<file path="src/rtl/alu_cmd_seq.sv">
// alu_cmd_seq: command-side initiator for the 16-bit ALU.
//
// Collects a 5-byte frame (FUN, A_lo, A_hi, B_lo, B_hi) from the RX byte
// stream, issues it to the ALU with a one-cycle ALU_EN pulse, captures the
// registered ALU result, and returns it over the valid/ready TX port
// (low byte first). If no ALU_OUT_VALID arrives within WAIT_MAX cycles of
// ALU_EN, a single ERR_BYTE is sent instead and ERR pulses for one cycle.
//
// Optional build macro:
//   ALU_SEQ_FLAG_BYTE_EN - append a third response byte
//                          {4'b0, ARITH, LOGIC, CMP, SHIFT}.
//
// Ports:
//   CLK, RST                 clock, synchronous active-high reset
//   RX_DATA/RX_VALID/RX_READY  command byte input (accepted on VALID&&READY)
//   ALU_A, ALU_B, ALU_FUN    operands / function, stable from ISSUE onward
//   ALU_EN                   one-cycle issue pulse
//   ALU_OUT, ALU_OUT_VALID   ALU result and its valid strobe
//   ARITH/LOGIC/CMP/SHIFT_FLAG  ALU class flags, captured with the result
//   TX_DATA/TX_VALID/TX_READY  response byte output
//   BUSY                     high whenever not IDLE
//   ERR                      one-cycle pulse on result timeout
module alu_cmd_seq #(
  parameter int unsigned DATA_WIDTH = 16,
  parameter int unsigned FUN_WIDTH  = 4,
  parameter int unsigned WAIT_MAX   = 8,
  parameter logic [7:0]  ERR_BYTE   = 8'hEE
) (
  input  logic                  CLK,
  input  logic                  RST,
  input  logic [7:0]            RX_DATA,
  input  logic                  RX_VALID,
  output logic                  RX_READY,
  output logic [DATA_WIDTH-1:0] ALU_A,
  output logic [DATA_WIDTH-1:0] ALU_B,
  output logic [FUN_WIDTH-1:0]  ALU_FUN,
  output logic                  ALU_EN,
  input  logic [DATA_WIDTH-1:0] ALU_OUT,
  input  logic                  ALU_OUT_VALID,
  input  logic                  ARITH_FLAG,
  input  logic                  LOGIC_FLAG,
  input  logic                  CMP_FLAG,
  input  logic                  SHIFT_FLAG,
  output logic [7:0]            TX_DATA,
  output logic                  TX_VALID,
  input  logic                  TX_READY,
  output logic                  BUSY,
  output logic                  ERR
);

  localparam int unsigned BYTE_W = 8;
  localparam int unsigned FLG_W  = 4;
  localparam int unsigned CNT_W  = $clog2(WAIT_MAX + 1);

  typedef enum logic [3:0] {
    S_IDLE     = 4'd0,
    S_GET_A_LO = 4'd1,
    S_GET_A_HI = 4'd2,
    S_GET_B_LO = 4'd3,
    S_GET_B_HI = 4'd4,
    S_ISSUE    = 4'd5,
    S_WAIT_RES = 4'd6,
    S_TX_LO    = 4'd7,
    S_TX_HI    = 4'd8,
`ifdef ALU_SEQ_FLAG_BYTE_EN
    S_TX_FLG   = 4'd10,
`endif
    S_TX_ERR   = 4'd9
  } state_t;

  state_t                state_q, state_d;
  logic [FUN_WIDTH-1:0]  fun_q, fun_d;
  logic [DATA_WIDTH-1:0] a_q, a_d;
  logic [DATA_WIDTH-1:0] b_q, b_d;
  logic [DATA_WIDTH-1:0] alu_a_q, alu_a_d;
  logic [DATA_WIDTH-1:0] alu_b_q, alu_b_d;
  logic [FUN_WIDTH-1:0]  alu_fun_q, alu_fun_d;
  logic [DATA_WIDTH-1:0] res_q, res_d;
  logic [FLG_W-1:0]      flg_q, flg_d;
  logic [CNT_W-1:0]      wait_cnt_q, wait_cnt_d;
  logic [CNT_W-1:0]      wait_cnt_inc;
  logic                  rx_ready_q, rx_ready_d;
  logic                  alu_en_q, alu_en_d;
  logic [7:0]            tx_data_q, tx_data_d;
  logic                  tx_valid_q, tx_valid_d;
  logic                  busy_q, busy_d;
  logic                  err_q, err_d;
  logic                  rx_acc;
  logic                  tx_hs;

  // State and datapath registers
  always_ff @(posedge CLK) begin
    if (RST) begin
      state_q    <= S_IDLE;
      fun_q      <= '0;
      a_q        <= '0;
      b_q        <= '0;
      alu_a_q    <= '0;
      alu_b_q    <= '0;
      alu_fun_q  <= '0;
      res_q      <= '0;
      flg_q      <= '0;
      wait_cnt_q <= '0;
      rx_ready_q <= 1'b1;
      alu_en_q   <= 1'b0;
      tx_data_q  <= '0;
      tx_valid_q <= 1'b0;
      busy_q     <= 1'b0;
      err_q      <= 1'b0;
    end else begin
      state_q    <= state_d;
      fun_q      <= fun_d;
      a_q        <= a_d;
      b_q        <= b_d;
      alu_a_q    <= alu_a_d;
      alu_b_q    <= alu_b_d;
      alu_fun_q  <= alu_fun_d;
      res_q      <= res_d;
      flg_q      <= flg_d;
      wait_cnt_q <= wait_cnt_d;
      rx_ready_q <= rx_ready_d;
      alu_en_q   <= alu_en_d;
      tx_data_q  <= tx_data_d;
      tx_valid_q <= tx_valid_d;
      busy_q     <= busy_d;
      err_q      <= err_d;
    end
  end

  // Next-state, datapath updates, and registered-output decode
  always_comb begin
    state_d      = state_q;
    fun_d        = fun_q;
    a_d          = a_q;
    b_d          = b_q;
    alu_a_d      = alu_a_q;
    alu_b_d      = alu_b_q;
    alu_fun_d    = alu_fun_q;
    res_d        = res_q;
    flg_d        = flg_q;
    wait_cnt_d   = wait_cnt_q;
    err_d        = 1'b0;
    rx_ready_d   = 1'b0;
    alu_en_d     = 1'b0;
    tx_data_d    = '0;
    tx_valid_d   = 1'b0;
    busy_d       = 1'b1;
    rx_acc       = RX_VALID && rx_ready_q;
    tx_hs        = tx_valid_q && TX_READY;
    wait_cnt_inc = CNT_W'(wait_cnt_q + 1'b1);

    case (state_q)
      S_IDLE: begin
        if (rx_acc) begin
          fun_d   = RX_DATA[FUN_WIDTH-1:0];
          state_d = S_GET_A_LO;
        end
      end
      S_GET_A_LO: begin
        if (rx_acc) begin
          a_d     = {a_q[DATA_WIDTH-1:BYTE_W], RX_DATA};
          state_d = S_GET_A_HI;
        end
      end
      S_GET_A_HI: begin
        if (rx_acc) begin
          a_d     = {RX_DATA, a_q[BYTE_W-1:0]};
          state_d = S_GET_B_LO;
        end
      end
      S_GET_B_LO: begin
        if (rx_acc) begin
          b_d     = {b_q[DATA_WIDTH-1:BYTE_W], RX_DATA};
          state_d = S_GET_B_HI;
        end
      end
      S_GET_B_HI: begin
        // Frame complete: publish the whole command to the ALU at once
        if (rx_acc) begin
          b_d       = {RX_DATA, b_q[BYTE_W-1:0]};
          alu_a_d   = a_q;
          alu_b_d   = {RX_DATA, b_q[BYTE_W-1:0]};
          alu_fun_d = fun_q;
          state_d   = S_ISSUE;
        end
      end
      S_ISSUE: begin
        wait_cnt_d = '0;
        state_d    = S_WAIT_RES;
      end
      S_WAIT_RES: begin
        // A result always wins over a coincident timeout. The decision is
        // taken one count early because ERR is registered; this lands the
        // ERR pulse exactly WAIT_MAX cycles after ALU_EN.
        if (ALU_OUT_VALID) begin
          res_d   = ALU_OUT;
          flg_d   = {ARITH_FLAG, LOGIC_FLAG, CMP_FLAG, SHIFT_FLAG};
          state_d = S_TX_LO;
        end else begin
          wait_cnt_d = wait_cnt_inc;
          if (wait_cnt_inc == CNT_W'(WAIT_MAX - 1)) begin
            err_d   = 1'b1;
            state_d = S_TX_ERR;
          end
        end
      end
      S_TX_LO: begin
        if (tx_hs) state_d = S_TX_HI;
      end
      S_TX_HI: begin
`ifdef ALU_SEQ_FLAG_BYTE_EN
        if (tx_hs) state_d = S_TX_FLG;
`else
        if (tx_hs) state_d = S_IDLE;
`endif
      end
`ifdef ALU_SEQ_FLAG_BYTE_EN
      S_TX_FLG: begin
        if (tx_hs) state_d = S_IDLE;
      end
`endif
      S_TX_ERR: begin
        if (tx_hs) state_d = S_IDLE;
      end
      default: state_d = S_IDLE;
    endcase

    // Outputs are decoded from the next state so they register in step
    case (state_d)
      S_IDLE: begin
        rx_ready_d = 1'b1;
        busy_d     = 1'b0;
      end
      S_GET_A_LO, S_GET_A_HI, S_GET_B_LO, S_GET_B_HI: begin
        rx_ready_d = 1'b1;
      end
      S_ISSUE: begin
        alu_en_d = 1'b1;
      end
      S_TX_LO: begin
        tx_valid_d = 1'b1;
        tx_data_d  = res_d[BYTE_W-1:0];
      end
      S_TX_HI: begin
        tx_valid_d = 1'b1;
        tx_data_d  = res_d[2*BYTE_W-1:BYTE_W];
      end
`ifdef ALU_SEQ_FLAG_BYTE_EN
      S_TX_FLG: begin
        tx_valid_d = 1'b1;
        tx_data_d  = {4'b0000, flg_q};
      end
`endif
      S_TX_ERR: begin
        tx_valid_d = 1'b1;
        tx_data_d  = ERR_BYTE;
      end
      default: begin
        rx_ready_d = 1'b0;
      end
    endcase
  end

  assign RX_READY = rx_ready_q;
  assign ALU_A    = alu_a_q;
  assign ALU_B    = alu_b_q;
  assign ALU_FUN  = alu_fun_q;
  assign ALU_EN   = alu_en_q;
  assign TX_DATA  = tx_data_q;
  assign TX_VALID = tx_valid_q;
  assign BUSY     = busy_q;
  assign ERR      = err_q;

endmodule

</file>
<file path="config.mk">
export PLATFORM = sky130hd
export DESIGN_NAME = alu_cmd_seq
export DESIGN_NICKNAME = d
export VERILOG_FILES = /design/src/rtl/alu_cmd_seq.sv
export SDC_FILE = /design/constraint.sdc
export NUM_CORES = 1
export LEC_CHECK = 0
export ABC_AREA = 1
export BUFFER_PORTS_ARGS = -buffer_cell sky130_fd_sc_hd__buf_2
export CAP_MARGIN = 20
export CORE_MARGIN = 2
export CORE_UTILIZATION = 41
export DETAILED_ROUTE_END_ITERATION = 10
export PLACE_DENSITY = 0.65
export SLEW_MARGIN = 10
export SYNTH_ARGS = -nofsm -noshare
export SYNTH_HDL_FRONTEND = slang
export SYNTH_SLANG_ARGS = --single-unit
export TNS_END_PERCENT = 30
</file>
<file path="constraint.sdc">
create_clock -name CLK -period 2.7 [get_ports CLK]
set_input_delay 0.81 -clock CLK [delete_from_list [all_inputs] [get_ports CLK]]
set_output_delay 0.81 -clock CLK [all_outputs]
set_load 0.01 [all_outputs]
</file>
; ---- Word level (Yosys, flattened, before mapping)
; Cells that the tools add are included.
; W data, S select, Z words.
[totals]
regBits = 101
[classes]
eq_ne = 19
n_bitwise = 4
muxes = 24
reduce_logical = 15
add_sub_neg = 1
[ops]
columns = cell, n
row1 = $mux W16, 3
row2 = $mux W4, 10
row3 = $pmux W4 S9, 1
row4 = $eq A4 B3 Y1 const B, 8
row5 = $pmux W16 S2, 1
row6 = $pmux W8 S3, 1
row7 = $eq A4 B2 Y1 const B, 4
row8 = $eq A4 B4 Y1 const B, 4
row9 = $pmux W8 S2, 1
row10 = $reduce_and A3 Y1, 3
row11 = $eq A4 B1 Y1 const B, 2
row12 = $logic_not A4 Y1, 2
row13 = $mux W8, 1
row14 = $pmux W4 S2, 1
row15 = $reduce_and A2 Y1, 3
row16 = $reduce_or A3 Y1, 2
row17 = $mux W1, 5
row18 = $reduce_or A5 Y1, 1
row19 = $add A4 B1 Y4 const B, 1
row20 = $not A1 Y1, 4
row21 = $logic_and A1 B1 Y1, 2
row22 = $ne A2 B2 Y1 const B, 1
row23 = $reduce_bool A2 Y1, 1
row24 = $reduce_or A2 Y1, 1

; ---- Depth between registers and ports, before layout
; Gate-level depths: netlist of run 1.
[depth]
ltp_word = 8
ltp_mapped = 13
depth_no_buf = 13

; ---- Least setup slack after synthesis of run 1
; Ideal clock, no wire load.
[synth_timing]
path_kind = input port to flip-flop
startpoint = in RX_VALID
endpoint = reg busy_q, in the netlist BUSY
t_arrival_ns = 1.854
setup_slack_ns = 0.731
cell_stages = 11
setup_time_ns = 0.115
required_ns = 2.585
cell_sequence = nand2_2 -> inv_2 -> buf_4 -> nand3_1 -> nand2_1 -> nor2_4 -> nand2_2 -> nor2_4 -> nand2_1 -> o21ai_0 -> inv_1
[synth_between]
elab_chain_len = 5
elab_cells_between_ends = 9
[synth_lines]
columns = element, line_no
row1 = start: declaration, 32  ; input logic RX_VALID,
row2 = $logic_and A1 B1 Y1 (*), 148  ; rx_acc = RX_VALID && rx_ready_q;
row3 = $mux W4 (on tied branches), n/a
row4 = $pmux W4 S9 (*), 152  ; case (state_q)
row5 = $logic_not A4 Y1 (*), 229  ; case (state_d)
row6 = $mux W1 (*), 229
row7 = end signal: assignment, 125  ; busy_q <= busy_d;
row8 = end: declaration, 86  ; logic busy_q, busy_d;
; Every way passes the cells marked *; elsewhere a longest branch is shown, timed or not.
; A chain may end at the register's enable or synchronous reset.

; ---- Worst setup path in the final report of run 1
[layout_timing]
startpoint = in RX_VALID
endpoint = reg alu_b_q[8], in the netlist ALU_B[8]
[layout_between]
elab_chain_len = 2
[layout_lines]
columns = element, line_no
row1 = $logic_and A1 B1 Y1, 148
row2 = $reduce_and A2 Y1 (no line), n/a
row3 = end signal: assignment, 116  ; alu_b_q <= alu_b_d;
row4 = end: declaration, 76  ; logic [DATA_WIDTH-1:0] alu_b_q, alu_b_d;
; No other way between the ends.

==> results of run 1 <==
through the flow:
step | utilization [%] | worst slack [ns] | cells | power [uW] | instance area (um^2)
final | 49.2 | 0.695 | 728 | 2790 | 4770
after global placement | 47.0 | 0.385 | 713 | 1790 | 4560
after floorplan | - | 0.731 | 521 | 1720 | 4050
after CTS | 49.2 | 0.695 | 728 | 2820 | 4770
after global routing | 49.2 | 0.553 | 728 | 2900 | 4770
after detailed placement | 47.0 | 0.323 | 713 | 1790 | 4560
worst max-delay path, cell delays in order:
cell and delay (ns):
sky130_fd_sc_hd__buf_2 0.11, sky130_fd_sc_hd__nand2_2 0.07, sky130_fd_sc_hd__inv_2 0.18, sky130_fd_sc_hd__nand3_2 0.26, sky130_fd_sc_hd__inv_1 0.32, sky130_fd_sc_hd__buf_12 0.23, sky130_fd_sc_hd__o21ai_0 0.11, sky130_fd_sc_hd__a21oi_1 0.16
Yosys cell counts, drive strengths merged:
cell / count
a21oi: 43
buf: 9
clkbuf: 14
dfxtp: 101
ha: 2
inv: 68
mux2: 6
nand2: 64
nand3: 28
nand4: 4
nor2: 102
nor3: 1
o21ai: 77
o22ai: 1
o31ai: 1
layer usage:
layer | part of all wire, % | up-vias
li1 | - | 1802
met1 | 47 | 1583
met2 | 47 | 57
met3 | 4.2 | 11
met4 | 1.5 | 0
met5 | 0 | -
area by class of cell:
class / instances / area [um^2]
multi-input combinational: 329 / 1660
timing repair buffer: 82 / 448
sequential: 101 / 2020
clock inverter: 6 / 87.6
clock buffer: 9 / 124
fill: 980 / 4920
tap: 133 / 166
inverter: 68 / 258
cells by family after synthesis:
family          after synthesis  synth area share [%]
fa+ha+maj                     2                 0.617
mux                           6                  1.67
simple gates                199                  23.3
buf+inv                      91                  9.14
flops                       101                  49.9
compound gates              122                  15.4
power by group:
| group | switching, uW | internal, uW |
|---|---|---|
| Sequential | 17.9 | 1520 |
| Combinational | 143 | 74.5 |
| Clock | 512 | 519 |
| Total | 672 | 2110 |
worst min-delay path by stage:
stage / start / to / slack [ns] / depth (start not counted)
after global placement: b_q[5] / b_q[5] / 0.44 / 2
after global routing: b_q[7] / ALU_B[7] / 0.48 / 2
after detailed placement: b_q[4] / ALU_B[4] / 0.44 / 2
after CTS: b_q[3] / ALU_B[3] / 0.46 / 2
after floorplan: b_q[0] / ALU_B[0] / 0.43 / 2
final: b_q[4] / ALU_B[4] / 0.46 / 2
state kept, by name, summed over array words and instances, names as in the netlist, 4 cells and up:
register	count
wait_cnt_q	4
fun_q	4
ALU_A	16
b_q	8
a_q	16
ALU_B	16
res_q	16
state_q	4
TX_DATA	8
ALU_FUN	4
==> run metrics, run 1 <==
number of rows in the core area 36; setup slack of the worst register-to-register path 0.80 ns; unrepaired setup endpoints after global routing false; Antenna Diode Count 0; critical-path maximum fanout 41; slew at the pin closest to its max-slew limit 0.597 ns; sequential element share of the synthesized area 49.9%; Finish-stage setup viols 0; vias post-DR 3453; residual overflow from global routing 0; commonest non-fill, non-tap cells in the layout 101 x sky130_fd_sc_hd__dfxtp_1, 95 x sky130_fd_sc_hd__nor2_1, 77 x sky130_fd_sc_hd__buf_2; commonest non-fill, non-tap cell in the layout sky130_fd_sc_hd__dfxtp_1; depth of the worst register-to-register path 13; Global Route met2 Usage 27.4%; post-CTS setup buffer count 0; number of distinct standard cells referenced by the synthesized netlist 29; I/O pin count 82; maximum number of pins on one net before global-route repair 48; CTS clk-pin slew, worst paths 0.10 ns; number of max-cap violations 0; number of DRC violations after detailed-routing iteration 0 69; Reg2Reg Capture Point TX_DATA[3]; worst slew slack as a fraction of its limit 60.1%; kind of start point of the critical path input pin; total nets after synthesis 556; fraction of met3 tracks used by global routing 3.56%; final estimated routing congestion in global placement 0.845; die height 103 um; last element of the critical path ALU_B[8]; TritonCTS Buffers 9; count of TritonRoute iterations in the first routing pass 4; worst hold margin 0.455 ns; sink count of the clock tree 101; pins over their slew limit 0; first-pass GRT wire length 14100 um; Synth Area per Inst 7.78 um^2; path category of the worst min-delay check reg2reg; Max H-tree Level 3; Worst Clk Skew 0.00803 ns; gr usage total 16.8%; relative area change from synthesis to final layout 17.6%; Max rail drop VDD 0.000247 V; power density over the cells 585 mW/mm^2; combined area of all synthesized cells 0.00405 mm^2; total half-perimeter wirelength after legalization and detailed placement 6120 um; Max Freq 499 MHz; startpoint of the most critical setup path RX_VALID; number of synthesized register bits 101; root buffer cell sky130_fd_sc_hd__clkbuf_8; layout cell share with drive strength beyond 1 22.4%; met1 Usage GRT 22.0%; Final period util 74.3%; maximum buffer depth of the clock tree 2; total die area 0.0107 mm^2; result of the run finished clean; post-synth top area cell sky130_fd_sc_hd__dfxtp_1; clock network latency to the later pin of the worst-skew pair 0.36 ns; fraction of post-synthesis cell area in the top cell type by area 49.9%; vias in the first global route 3021; wire length reported by the detailed router 8700 um; critical path endpoint category flop; number of standard cells after synthesis 521; via-per-instance ratio 4.74; Area contributors post-synth sky130_fd_sc_hd__dfxtp_1 50%, sky130_fd_sc_hd__nor2_1 8.8%, sky130_fd_sc_hd__o21ai_0 8.0%; total of cells resized after clock tree synthesis 0; type of the worst setup path in2reg; width of the chip 103 um; launching point of the worst reg2reg path wait_cnt_q[0]; standard cell core area 0.00968 mm^2; Final TNS setup 0 ns; final count of hold timing violations 0; final antenna-violating net count 0; Data required, critical path 3.00 ns; number of synthesis warnings 0; starting density of the core 41.9%; global route hottest layer met2; Routed WL per cell 12.0 um; shortest clock period the worst path allows after layout 2.01 ns; number of antenna violations at the first check in global routing 0; static leakage power 0.00211 uW; number of nets in the final layout 626; input/output buffers 77; quantity of hold-fixing buffers added after cts 0; arrival time at the worst endpoint 2.30 ns; post-route DRC violation count 0; CTS tree done
Power figures use the tool's default switching activity.
==> run 2: changes to the inputs <==
ABC_AREA = 0   (was 1)
PLACE_DENSITY = 0.66   (was 0.65)
clock period = 1.9 ns   (was 2.7 ns; I/O delays follow)
==> run 2 against run 1 <==
  * Critical path depth unchanged
  * Clock skew increased by 0.0035 ns
  * Critical endpoint is now TX_DATA[0]
  * Sequential power rose by 44%
  * Largest cell class unchanged
==> run metrics, run 2 <==
root buffer cell sky130_fd_sc_hd__clkbuf_8 (unchanged); vias in the first global route 3251 (was 3021); power density over the cells 820 mW/mm^2 (was 585 mW/mm^2); path category of the worst min-delay check reg2reg (unchanged); worst slew slack as a fraction of its limit 62.9% (was 60.1%); sink count of the clock tree 101 (unchanged); worst min-delay path startpoint b_q[4] (unchanged); final antenna-violating net count 0 (unchanged); Routed WL per cell 13.6 um (was 12.0 um); vias post-DR 3531 (was 3453); setup slack of the worst register-to-register path 0.12 ns (was 0.80 ns); combined area of all synthesized cells 0.00400 mm^2 (was 0.00405 mm^2); Max Freq 563 MHz; count of TritonRoute iterations in the first routing pass 4 (unchanged); CTS clk-pin slew, worst paths 0.09 ns (was 0.10 ns); Antenna Diode Count 0 (unchanged); critical path endpoint category flop (unchanged); stage delay of the slowest cell on the critical path 0.35 ns (was 0.32 ns); worst-case setup slack after placement -0.0498 ns (was 0.323 ns); number of cells after detailed placement 681 (was 713); FFs w/ async S/R, synth 0% (unchanged); number of synthesized register bits 101 (unchanged); post-synth top area cell sky130_fd_sc_hd__dfxtp_1 (unchanged); sequential element share of the synthesized area 50.6% (was 49.9%); Synth Area per Inst 8.58 um^2 (was 7.78 um^2); number of enable-type register cells in the synthesized netlist 0 (unchanged); commonest non-fill, non-tap cells in the layout 108 x sky130_fd_sc_hd__nand2_1, 100 x sky130_fd_sc_hd__dfxtp_1, 77 x sky130_fd_sc_hd__buf_2 (was 101 x sky130_fd_sc_hd__dfxtp_1, 95 x sky130_fd_sc_hd__nor2_1, 77 x sky130_fd_sc_hd__buf_2); wire length reported by the detailed router 9440 um (was 8700 um); area of placed instances 0.00471 mm^2 (was 0.00456 mm^2); layout cell share with drive strength beyond 1 25.6% (was 22.4%); filler cell count in the final layout 961 (was 980); chain of cells forming the critical path ha_2 -> nor2b_2 -> a211oi_2 -> buf_4 -> nor3b_4 -> buf_4 -> or2_1 -> a31o_2 (was buf_2 -> nand2_2 -> inv_2 -> nand3_2 -> inv_1 -> buf_12 -> o21ai_0 -> a21oi_1); end point of the most critical hold path ALU_B[4] (unchanged); WHS Path Cells 2 (unchanged); number of antenna violations at the first check in global routing 0 (unchanged); relative area change from synthesis to final layout 23.3% (was 17.6%); number of max-cap violations 0 (unchanged); total half-perimeter wirelength after legalization and detailed placement 6500 um (was 6120 um); final count of hold timing violations 0 (unchanged); via-per-instance ratio 5.07 (was 4.74); maximum number of pins on one net before global-route repair 57 (was 48); Worst Clk Skew 0.0115 ns (was 0.00803 ns); gr usage total 17.7% (was 16.8%); total area of sequential cells 0.00202 mm^2 (about the same); Worst Setup Slack, final 0.124 ns (was 0.695 ns); I/O pin count 82 (unchanged); cell with the largest stage delay on the worst path sky130_fd_sc_hd__dfxtp_1 (was sky130_fd_sc_hd__inv_1); shortest clock period the worst path allows after layout 1.78 ns; kind of start point of the critical path flop (was input pin); TritonCTS Buffers 9 (unchanged); number of synthesis warnings 0 (unchanged); fraction of post-synthesis cell area in the top cell type by area 50.6% (was 49.9%); Reg2Reg Capture Point TX_DATA[0] (was TX_DATA[3]); xor/xnor share of the synthesized area 0% (unchanged); number of standard cells after synthesis 466 (was 521); final estimated routing congestion in global placement 0.832 (was 0.845); Final period util 93.5%; summed area of non-filler cells in the final layout 0.00493 mm^2 (was 0.00477 mm^2); type of the worst setup path reg2reg (was in2reg); number of rows in the core area 36 (unchanged); number of nets in the final layout 594 (was 626); commonest non-fill, non-tap cell in the layout sky130_fd_sc_hd__nand2_1 (was sky130_fd_sc_hd__dfxtp_1); input/output buffers 77 (unchanged); arrival time at the worst endpoint 2.03 ns (was 2.30 ns); number of DRC violations after detailed-routing iteration 0 247 (was 69); depth of the worst register-to-register path 8 (was 13); standard cell core area 0.00964 mm^2 (was 0.00968 mm^2); starting density of the core 41.5% (was 41.9%); Worst path top cell family by delay compound AO/OA/AOI/OAI gates (was buffers and inverters); Max rail drop VDD 0.000403 V (was 0.000247 V); share of the synthesized area in compound gates (AO/OA/AOI/OAI) 15.7% (was 15.4%); Max H-tree Level 3 (unchanged); Finish-stage setup viols 0 (unchanged); Buf/Inv on CP 2 (was 4); pins over their slew limit 0 (unchanged); die height 103 um (about the same); width of the chip 103 um (about the same); proportion of synthesized area in mux cells 5.51% (was 1.67%); clock network latency to the later pin of the worst-skew pair 0.36 ns (about the same); multi-input combinational cell area 0.00186 mm^2 (was 0.00166 mm^2); launching point of the worst reg2reg path wait_cnt_q[0] (unchanged); result of the run finished clean (unchanged); total die area 0.0106 mm^2 (was 0.0107 mm^2); maximum buffer depth of the clock tree 2 (unchanged); post-layout instance count excluding filler cells 696 (was 728); residual overflow from global routing 0 (unchanged); critical-path maximum fanout 4 (was 41); most numerous cell in the Yosys netlist sky130_fd_sc_hd__nand2_1 (was sky130_fd_sc_hd__dfxtp_1); dominant combinational cell family by area after synthesis simple AND/OR/NAND/NOR gates (unchanged); CTS tree done (unchanged); static leakage power 0.00196 uW (was 0.00211 uW); total nets after synthesis 501 (was 556); top cell types by occurrence after synthesis 108 x sky130_fd_sc_hd__nand2_1, 101 x sky130_fd_sc_hd__dfxtp_1, 71 x sky130_fd_sc_hd__a21oi_1 (was 101 x sky130_fd_sc_hd__dfxtp_1, 95 x sky130_fd_sc_hd__nor2_1, 65 x sky130_fd_sc_hd__o21ai_0); library cell appearing most often on the critical path sky130_fd_sc_hd__buf_4; adder and majority cell fraction of the synthesized area 0.626% (was 0.617%); first-pass GRT wire length 14800 um (was 14100 um); post-route DRC violation count 0 (unchanged); primary flip-flop cell chosen by synthesis mapping sky130_fd_sc_hd__dfxtp_1 (unchanged); slew at the pin closest to its max-slew limit 0.550 ns (was 0.597 ns); Data required, critical path 2.15 ns (was 3.00 ns); Area contributors post-synth sky130_fd_sc_hd__dfxtp_1 51%, sky130_fd_sc_hd__nand2_1 10%, sky130_fd_sc_hd__a21oi_1 8.9% (was sky130_fd_sc_hd__dfxtp_1 50%, sky130_fd_sc_hd__nor2_1 8.8%, sky130_fd_sc_hd__o21ai_0 8.0%); number of distinct standard cells referenced by the synthesized netlist 49 (was 29); share of synthesized cell area in and, or, nand and nor gates 23.6% (was 23.3%)
## run 2: where the power goes
part           leakage [uW]  internal (uW)  switching [uW]
clock network     0.0000909            524             753
registers          0.000816           2180            43.6
logic               0.00106            233             315
total               0.00196           2930            1110
## run 2: worst max-delay path by stage
stage | slack (ns) | start | to | cells past startpoint
after floorplan | 0.05 | RX_VALID | BUSY | 7
after global placement | -0.009 | RX_VALID | TX_DATA[1] | 7
after detailed placement | -0.05 | RX_VALID | TX_DATA[3] | 7
after CTS | 0.04 | wait_cnt_q[0] | TX_DATA[0] | 8
after global routing | -0.04 | state_q[3] | TX_DATA[5] | 6
final | 0.12 | wait_cnt_q[0] | TX_DATA[0] | 8
## run 2: cell families (layout without fill, tap and decap cells)
| family | count (synthesis) | after routing |
|---|---|---|
| flip-flops | 101 | 101 |
| multiplexers | 22 | 22 |
| adder cells (fa/ha/maj) | 2 | 2 |
| buffers and inverters | 32 | 129 |
| AND/OR/NAND/NOR | 204 | 204 |
| AO/OA/AOI/OAI | 105 | 105 |
## run 2: worst min-delay path: stages, from the launching register on
cell	delay, ns
sky130_fd_sc_hd__dfxtp_1	0.32
sky130_fd_sc_hd__nand2_1	0.05
sky130_fd_sc_hd__a21oi_1	0.05
## run 2: timing repair
item,4_1_cts,5_1_grt
gates resized for setup,0,10
hold buffers,0,0
buffers inserted,0,0
endpoints found under the setup margin,0,13
## run 2: routing by layer
metal,global-route usage (%),up-vias,share of wire (%)
met5,0,-,0
met4,7.59,0,1.1
met3,4.27,10,4.9
met2,28.3,83,47
met1,23.1,1668,47
li1,-,1770,-
## run 2: final cells by class
type | instances | share of cell area (%)
Inverter | 3 | 0.228
Clock inverter | 5 | 0.914
Multi-Input combinational cell | 333 | 37.6
Tap cell | 133 | 3.38
Timing Repair Buffer | 111 | 14.0
Sequential cell | 101 | 41.0
Clock buffer | 10 | 2.79
## run 2: per-stage QoR
step / hold slack (ns) / total power [uW] / TNS (ns) / utilization, %
2_1_floorplan: 0.431 / 2580 / 0 / -
3_3_place_gp: 0.440 / 2800 / -0.0400 / 48.9
3_5_place_dp: 0.444 / 2800 / -0.236 / 48.9
4_1_cts: 0.442 / 4080 / 0 / 50.8
5_1_grt: 0.443 / 4230 / -0.0395 / 51.1
6_report: 0.455 / 4040 / 0 / 51.1
